===== config.mk =====
export PLATFORM = sky130hd
export DESIGN_NAME = mode_fsm
export DESIGN_NICKNAME = d
export VERILOG_FILES = /design/src/rtl/mode_fsm_pkg.sv /design/src/rtl/mode_fsm_blink_timer.sv /design/src/rtl/mode_fsm.sv
export SDC_FILE = /design/constraint.sdc
export NUM_CORES = 1
export LEC_CHECK = 0
export ABC_AREA = 1
export CAP_MARGIN = 20
export CORE_MARGIN = 8
export CORE_UTILIZATION = 63
export CTS_CLUSTER_SIZE = 24
export DETAILED_ROUTE_END_ITERATION = 8
export GPL_TIMING_DRIVEN = 0
export HOLD_SLACK_MARGIN = 0.1
export MAX_ROUTING_LAYER = met4
export PLACE_DENSITY_LB_ADDON = 0.12
export SLEW_MARGIN = 20
export SYNTH_ARGS = -nofsm -noshare
export SYNTH_HDL_FRONTEND = slang
export SYNTH_SLANG_ARGS = --single-unit
export TNS_END_PERCENT = 1

===== constraint.sdc =====
create_clock -name clk -period 3.77 [get_ports clk]
set_clock_uncertainty 0.2 [all_clocks]
set_input_delay 0.754 -clock clk [delete_from_list [all_inputs] [get_ports clk]]
set_output_delay 0.754 -clock clk [all_outputs]
set_load 0.02 [all_outputs]

===== src/rtl/mode_fsm_pkg.sv =====
`default_nettype none
// ============================================================================
//  Module   : mode_fsm_pkg
//  Purpose  : Shared mode encoding and one-hot switch decoder for the mode
//             controller, LED display stage and per-mode datapath blocks.
//  Revision : 1.0 - initial release
// ============================================================================
package mode_fsm_pkg;

    localparam int MODE_W = 3;
    localparam int SW_W   = 5;

    typedef enum logic [MODE_W-1:0] {
        MODE_DEFAULT = 3'd0,
        MODE_STORE   = 3'd1,
        MODE_GEN     = 3'd2,
        MODE_SHOW    = 3'd3,
        MODE_CALC    = 3'd4,
        MODE_SETUP   = 3'd5
    } mode_e;

    // Returns the selected mode for a one-hot switch pattern; any other
    // pattern (zero or multi-bit) yields MODE_DEFAULT, meaning "invalid".
    function automatic mode_e decode_sw(input logic [SW_W-1:0] sw);
        case (sw)
            5'b00001: return MODE_STORE;
            5'b00010: return MODE_GEN;
            5'b00100: return MODE_SHOW;
            5'b01000: return MODE_CALC;
            5'b10000: return MODE_SETUP;
            default:  return MODE_DEFAULT;
        endcase
    endfunction

endpackage
`default_nettype wire


===== src/rtl/mode_fsm_blink_timer.sv =====
`default_nettype none
// ============================================================================
//  Module   : mode_fsm_blink_timer
//  Purpose  : Timed error indicator. On start, raises active with blink=1,
//             toggles blink every BLINK_HALF cycles and self-clears after
//             ERR_TOGGLES toggles. Cancel clears immediately.
//  Revision : 1.0 - initial release
// ============================================================================
module mode_fsm_blink_timer #(
    parameter int BLINK_HALF  = 50_000_000,
    parameter int ERR_TOGGLES = 6
) (
    input  logic clk,
    input  logic rst,
    input  logic start_i,
    input  logic cancel_i,
    output logic blink_o,
    output logic active_o
);

    localparam int CW = (BLINK_HALF > 1) ? $clog2(BLINK_HALF) : 1;
    localparam int TW = (ERR_TOGGLES > 0) ? $clog2(ERR_TOGGLES + 1) : 1;
    localparam logic [CW-1:0] CYC_LAST = CW'(BLINK_HALF - 1);
    localparam logic [TW-1:0] TOG_LAST = TW'(ERR_TOGGLES - 1);

    logic [CW-1:0] cyc_q, cyc_d;
    logic [TW-1:0] tog_q, tog_d;
    logic          blink_q, blink_d;
    logic          active_q, active_d;

    // Next-state: cancel beats start; the last wrap ends the error and
    // forces blink low on the same edge instead of toggling it.
    always_comb begin
        cyc_d    = cyc_q;
        tog_d    = tog_q;
        blink_d  = blink_q;
        active_d = active_q;
        if (cancel_i) begin
            cyc_d    = '0;
            tog_d    = '0;
            blink_d  = 1'b0;
            active_d = 1'b0;
        end else if (start_i) begin
            cyc_d    = '0;
            tog_d    = '0;
            blink_d  = 1'b1;
            active_d = 1'b1;
        end else if (active_q) begin
            if (cyc_q == CYC_LAST) begin
                cyc_d = '0;
                if (tog_q == TOG_LAST) begin
                    tog_d    = '0;
                    blink_d  = 1'b0;
                    active_d = 1'b0;
                end else begin
                    tog_d   = tog_q + TW'(1);
                    blink_d = ~blink_q;
                end
            end else begin
                cyc_d = cyc_q + CW'(1);
            end
        end
    end

    // Counter and phase registers with synchronous reset.
    always_ff @(posedge clk) begin
        if (rst) begin
            cyc_q    <= '0;
            tog_q    <= '0;
            blink_q  <= 1'b0;
            active_q <= 1'b0;
        end else begin
            cyc_q    <= cyc_d;
            tog_q    <= tog_d;
            blink_q  <= blink_d;
            active_q <= active_d;
        end
    end

    assign blink_o  = blink_q & active_q;
    assign active_o = active_q;

endmodule
`default_nettype wire


===== src/rtl/mode_fsm.sv =====
`default_nettype none
// ============================================================================
//  Module   : mode_fsm
//  Purpose  : Top-level mode controller. Decodes one-hot mode switches on
//             confirm, tracks the active mode, handles deferred exit while
//             the mode block is busy, and drives a timed blinking error on
//             invalid selections.
//  Revision : 1.0 - initial release
// ============================================================================
module mode_fsm
    import mode_fsm_pkg::*;
#(
    parameter int BLINK_HALF  = 50_000_000,
    parameter int ERR_TOGGLES = 6
) (
    input  logic              clk,
    input  logic              rst,
    input  logic [SW_W-1:0]   mode_sw,
    input  logic              confirm_pulse,
    input  logic              back_pulse,
    input  logic              sub_busy,
    output logic [MODE_W-1:0] mode_state,
    output logic              error_active,
    output logic              blink_bit,
    output logic              mode_enter,
    output logic              mode_exit
);

    mode_e mode_q, mode_d;
    logic  pend_q, pend_d;
    logic  enter_q, enter_d;
    logic  exit_q, exit_d;
    logic  w_err_start;
    logic  w_err_cancel;
    logic  w_err_active;
    logic  w_err_blink;
    mode_e w_sel;

    assign w_sel = decode_sw(mode_sw);

    // Next-state and pulse decode; back always wins over confirm in DEFAULT.
    always_comb begin
        mode_d       = mode_q;
        pend_d       = pend_q;
        enter_d      = 1'b0;
        exit_d       = 1'b0;
        w_err_start  = 1'b0;
        w_err_cancel = 1'b0;
        case (mode_q)
            MODE_DEFAULT: begin
                pend_d = 1'b0;
                if (back_pulse) begin
                    w_err_cancel = 1'b1;
                end else if (confirm_pulse && !w_err_active) begin
                    if (w_sel != MODE_DEFAULT) begin
                        mode_d  = w_sel;
                        enter_d = 1'b1;
                    end else begin
                        w_err_start = 1'b1;
                    end
                end
            end
            MODE_STORE, MODE_GEN, MODE_SHOW, MODE_CALC, MODE_SETUP: begin
                if ((back_pulse || pend_q) && !sub_busy) begin
                    mode_d = MODE_DEFAULT;
                    exit_d = 1'b1;
                    pend_d = 1'b0;
                end else if (back_pulse) begin
                    pend_d = 1'b1;
                end
            end
            default: begin
                // Encodings 6/7 are unreachable; recover silently.
                mode_d       = MODE_DEFAULT;
                pend_d       = 1'b0;
                w_err_cancel = 1'b1;
            end
        endcase
    end

    // Mode register, pending-back flag and registered pulses.
    always_ff @(posedge clk) begin
        if (rst) begin
            mode_q  <= MODE_DEFAULT;
            pend_q  <= 1'b0;
            enter_q <= 1'b0;
            exit_q  <= 1'b0;
        end else begin
            mode_q  <= mode_d;
            pend_q  <= pend_d;
            enter_q <= enter_d;
            exit_q  <= exit_d;
        end
    end

    mode_fsm_blink_timer #(
        .BLINK_HALF  (BLINK_HALF),
        .ERR_TOGGLES (ERR_TOGGLES)
    ) u_blink_timer (
        .clk      (clk),
        .rst      (rst),
        .start_i  (w_err_start),
        .cancel_i (w_err_cancel),
        .blink_o  (w_err_blink),
        .active_o (w_err_active)
    );

    assign mode_state   = mode_q;
    assign error_active = w_err_active;
    assign blink_bit    = w_err_blink;
    assign mode_enter   = enter_q;
    assign mode_exit    = exit_q;

endmodule
`default_nettype wire


# After elaboration in Yosys (flattened, before gate mapping)
# Index checks and enable logic that the tools add are counted.
[totals]
output_inout_bits = 7
reg_bits = 37
elab_cells = 73
input_bits = 10
[op_classes]
n_addsub = 2
reduce_logical = 18
n_bitwise = 5
eq_ne = 16
mux = 24
[op_table]
columns = ["cell", "n"]
rows = [
  ["26-bit by 1-bit adder with 26-bit output (second input constant)", 1],
  ["26-bit equality test (second input constant)", 1],
  ["26-bit 2-to-1 mux", 1],
  ["1-bit 2-to-1 mux", 15],
  ["3-bit 2-to-1 mux", 5],
  ["3-bit case mux with 5 select lines", 1],
  ["3-bit equality test (second input constant)", 3],
  ["2-bit != test (second input constant)", 4],
  ["3-bit by 2-bit equality test with 1-bit output (second input constant)", 2],
  ["3-bit case mux with 2 select lines", 1],
  ["3-bit OR reduction", 2],
  ["5-bit by 1-bit equality test with 1-bit output (second input constant)", 1],
  ["5-bit by 2-bit equality test with 1-bit output (second input constant)", 1],
  ["5-bit by 3-bit equality test with 1-bit output (second input constant)", 1],
  ["5-bit by 4-bit equality test with 1-bit output (second input constant)", 1],
  ["5-bit equality test (second input constant)", 1],
  ["5-bit OR reduction", 1],
  ["1-bit NOT", 4],
  ["2-bit AND reduction", 2],
  ["4-bit AND reduction", 1],
  ["2-bit nonzero test", 2],
  ["2-bit OR reduction", 2],
  ["4-bit OR reduction", 1],
  ["3-bit by 1-bit adder with 3-bit output (second input constant)", 1],
  ["other kinds (8)", 10],
]

# Depth between registers and ports, before layout
[depth]
word_depth = 9
mapped_depth = 11

# By module
# Synthesis repeated with hierarchy kept, for this count alone.
[hier_totals]
hier_cells = 334
area_unflattened_um2 = 2185.8
[modules_own_cells]
columns = ["mod", "seq_area_each_um2", "cells_each", "n_inst", "area_per_inst_um2"]
rows = [
  ["mode_fsm_blink_timer", 620.6, 260, 1, 1732.9],
  ["mode_fsm", 120.1, 74, 1, 452.9],
]

# Worst setup path after synthesis
# No wires, ideal clock.
[synth_timing]
kind = "reg-to-output"
start = "register u_blink_timer.active_q (netlist: u_blink_timer.active_o)"
end = "output blink_bit"
path_slack_ns = 1.694
path_stages_with_launch = 5
t_arrival_ns = 1.122
path_cell_list = "dfxtp_1 > buf_6 > clkbuf_1 > nand2_1 > inv_1"
[synth_between]
elab_chain_len = 1
[synth_lines]
columns = ["element", "line", "text"]
rows = [
  ["from (decl)", "mode_fsm_blink_timer.sv:29", "logic active_q, active_d;"],
  ["from (signal assigned)", "mode_fsm_blink_timer.sv:76", "active_q <= active_d;"],
  ["1-bit AND", "mode_fsm_blink_timer.sv:80", "assign blink_o = blink_q & active_q;"],
  ["to (decl)", "mode_fsm.sv:24", "output logic blink_bit,"],
]
# Every way passes these cells.

# Final worst setup path
# Same ends and word-level chain as after synthesis.

==> run summary <==
Status: finished clean
Initial DRC Count: 168
Simple-gate share of the synthesized area: 47.5%
Post-route DRC: 0
Final Hold Viols: 0
Fmax: 0.345 GHz
Area share of fa/ha/maj cells after synthesis: 0.537%
H-tree Lvls: 2
Post-synth top area share: 31.8%
First-pass GRT wire length: 9.18 mm
Global-route usage over all layers: 19.0%
Port-buffer cells: 16
Ports: 17
RD Place Congestion: 0.921
CTS tree: done
Initial Util: 64.6%
Max-cap viol count: 0
Largest stage delay, worst path: 0.60 ns
Reg2reg start: u_blink_timer.cyc_q[0]
Drt pass-1 iters: 4
Share of power burned in registers: 39.9%
Top cells by area, synth: dfxtp_1 32%, nand2_1 13%, nor2_1 8.1%
Post-synthesis compound-gate area fraction: 6.66%
DR WL met2: 2.40 mm
Top post-synthesis cells by count: 81 x nand2_1, 50 x nor2_1, 43 x inv_1, 37 x dfxtp_1, 35 x nand3_1
TritonCTS buffer count: 5
CTS resizes: 0
Leak: 0.00101 uW
Synth area leader: dfxtp_1
Clock slew at reported path FFs: 0.08 ns
EDFF count, synth: 0
Area grow syn2layout: 15.2%
#FFs+latches synth: 37
Mux cell area share after synthesis: 0.429%
Chip width: 76.8 um
Post-synth ARST share: 0%
WL/cell: 12.3 um
Row Count: 22
Synthesized area: 2330 sq um
Fin nets: 384
Die Area: 5900 sq um
Sw frac: 28.6%
Setup_tns: 0 ns
Core ar.: 3610 sq um
WL met3: 257 um
Antenna violations before repair: 0
Worst rel slew slack: 70.7%
Crit path launch: u_blink_timer.active_o
Ys Warns: 0
Number of global-route vias before repair: 2098
Pwr Density: 388 nW/um^2
Final Max Tran Viols: 0
Worst ir drop on vdd: 0.312 mV
Critical path peak fanout: 10
Hold WC Path Type: reg -> reg
Startpoint Class: flip-flop
Post-CTS Setup Repair Bufs: 0
Internal cell power: 744 uW
Fin crit period: 2.90 ns
Syn nets: 361
Critical path arrival: 1.95 ns
Synth unique cells: 37
DR vias/cell: 5.27
Routed via count: 2226
Clock tree root buffer cell: clkbuf_8
Main combinational cell family by area after synthesis: simple AND/OR/NAND/NOR gates
Largest net degree at the start of global routing: 13
Power share of the clock group: 39.6%
Slowest cell on the critical path: clkdlybuf4s50_1
Wl on met1: 2.42 mm
Routed WL: 5.17 mm
Crit path required time: 2.82 ns
CP endpoint kind: primary output
Synth Area per Inst: 6.66 sq um
Final setup viols: 0
Dominant synthesized flop cell: dfxtp_1
Post-DRT Antenna Nets: 0
RSZ-0062 raised after global routing: false
Top-count cell post-synth: nand2_1
Synth Instances: 350
TritonCTS Sinks: 37
CTS Hold Bufs: 0
Worst Tran Pin Value: 0.439 ns
Seq/Total Area, Yosys: 31.8%
Period utilisation layout: 77.0%
Psw: 298 uW
Bufs on Longest Clock Path: 2
Final core occ: 74.5%
Later-pin clock latency in the skew report: 0.30 ns
Crit path cell chain: buf_6 > clkbuf_1 > nand2_1 > inv_1 > clkdlybuf4s50_1
Chip height: 76.8 um
Share of cells above drive strength 1: 14.4%
Congestion Overflow GR: 0
Logic pwr share: 20.5%
Highest Signal Layer: met4
Post-synthesis xor/xnor area fraction: 3.01%
Hold path start: u_blink_timer.tog_q[2]
Antenna cells: 0
Hpwl dp: 3.93 mm
Kind of critical path: reg -> out
kinds of logic after synthesis:
family | count (synthesis)
simple gates | 224
flops | 37
fa+ha+maj | 1
compound gates | 26
mux | 1
xor+xnor | 8
buf+inv | 53
path summary, 6_finish.rpt:
| check | endpoint | depth (start not counted) | slack, ns |
|---|---|---|---|
| max | blink_bit | 5 | 0.87 |
| min | u_blink_timer.tog_q[2] | 2 | 0.29 |
| max reg2reg | u_blink_timer.cyc_q[14] | 8 | 1.85 |
| min reg2reg | u_blink_timer.tog_q[2] | 2 | 0.29 |
stage by stage:
stage / hold slack, ns / power (uW) / cells / cell area [sq um] / setup WS, ns
global route: 0.300 / 1080 / 422 / 2690 / 0.743
finish: 0.291 / 1040 / 422 / 2690 / 0.867
detailed placement: 0.279 / 638 / 414 / 2550 / 1.16
CTS: 0.291 / 1040 / 422 / 2690 / 0.880
global placement: 0.267 / 635 / 414 / 2550 / 1.19
floorplan: 0.254 / 578 / 350 / 2330 / 1.69
layout by cell type, fill, tap and decap left out, types with 2 or more instances in the layout:
cell type        count
nand2_1             81
nor2_1              50
inv_1               43
dfxtp_1             37
nand3_1             35
clkdlybuf4s50_1     16
nor2_2              13
nand4_1             11
o21ai_0             11
nor3_1              10
a21oi_1              8
xor2_1               6
nand2_2              5
clkbuf_8             5
nor2_4               4
nor3_2               4
inv_2                3
nand2_4              3
buf_4                2
inv_4                2
nand3_2              2
nor3b_1              2
xnor2_1              2
bufinv_16            2
registers in the layout, indices dropped and copies added, names as in the netlist:
name	flops
mode_enter	1
mode_exit	1
mode_state	3
pend_q	1
u_blink_timer.active_o	1
u_blink_timer.blink_q	1
u_blink_timer.cyc_q	26
u_blink_timer.tog_q	3
final cells by class:
type,count,area [sq um]
plain buffers,5,50.0
clock buffers,5,68.8
clock inverters,3,65.1
fillers,317,921
inverters,48,185
multi-input cells,260,1360
flip-flops and latches,37,741
well taps,48,60.1
repair buffers,16,160
power by group through the flow:
| stage | clock [uW] | combinational (uW) | sequential [uW] |
|---|---|---|---|
| 2_1_floorplan | 0 | 146 | 432 |
| 5_1_grt | 428 | 237 | 418 |
| 3_3_place_gp | 0 | 211 | 424 |
| 3_5_place_dp | 0 | 214 | 425 |
| 4_1_cts | 412 | 214 | 415 |
| 6_report | 413 | 214 | 416 |
metal layers:
layer	GRT usage [%]	vias up
li1	-	1167
met1	23.4	1006
met2	29.7	44
met3	3.50	9
met4	8.27	0
met5	-	-
critical path: cells and delay by family (launching register included):
kind | cells | cell delay, ns
buffers and inverters | 4 | 1.21
DFF | 1 | 0.36
and+or+nand+nor | 1 | 0.09
Note: power is estimated with default switching activity, not from simulation.
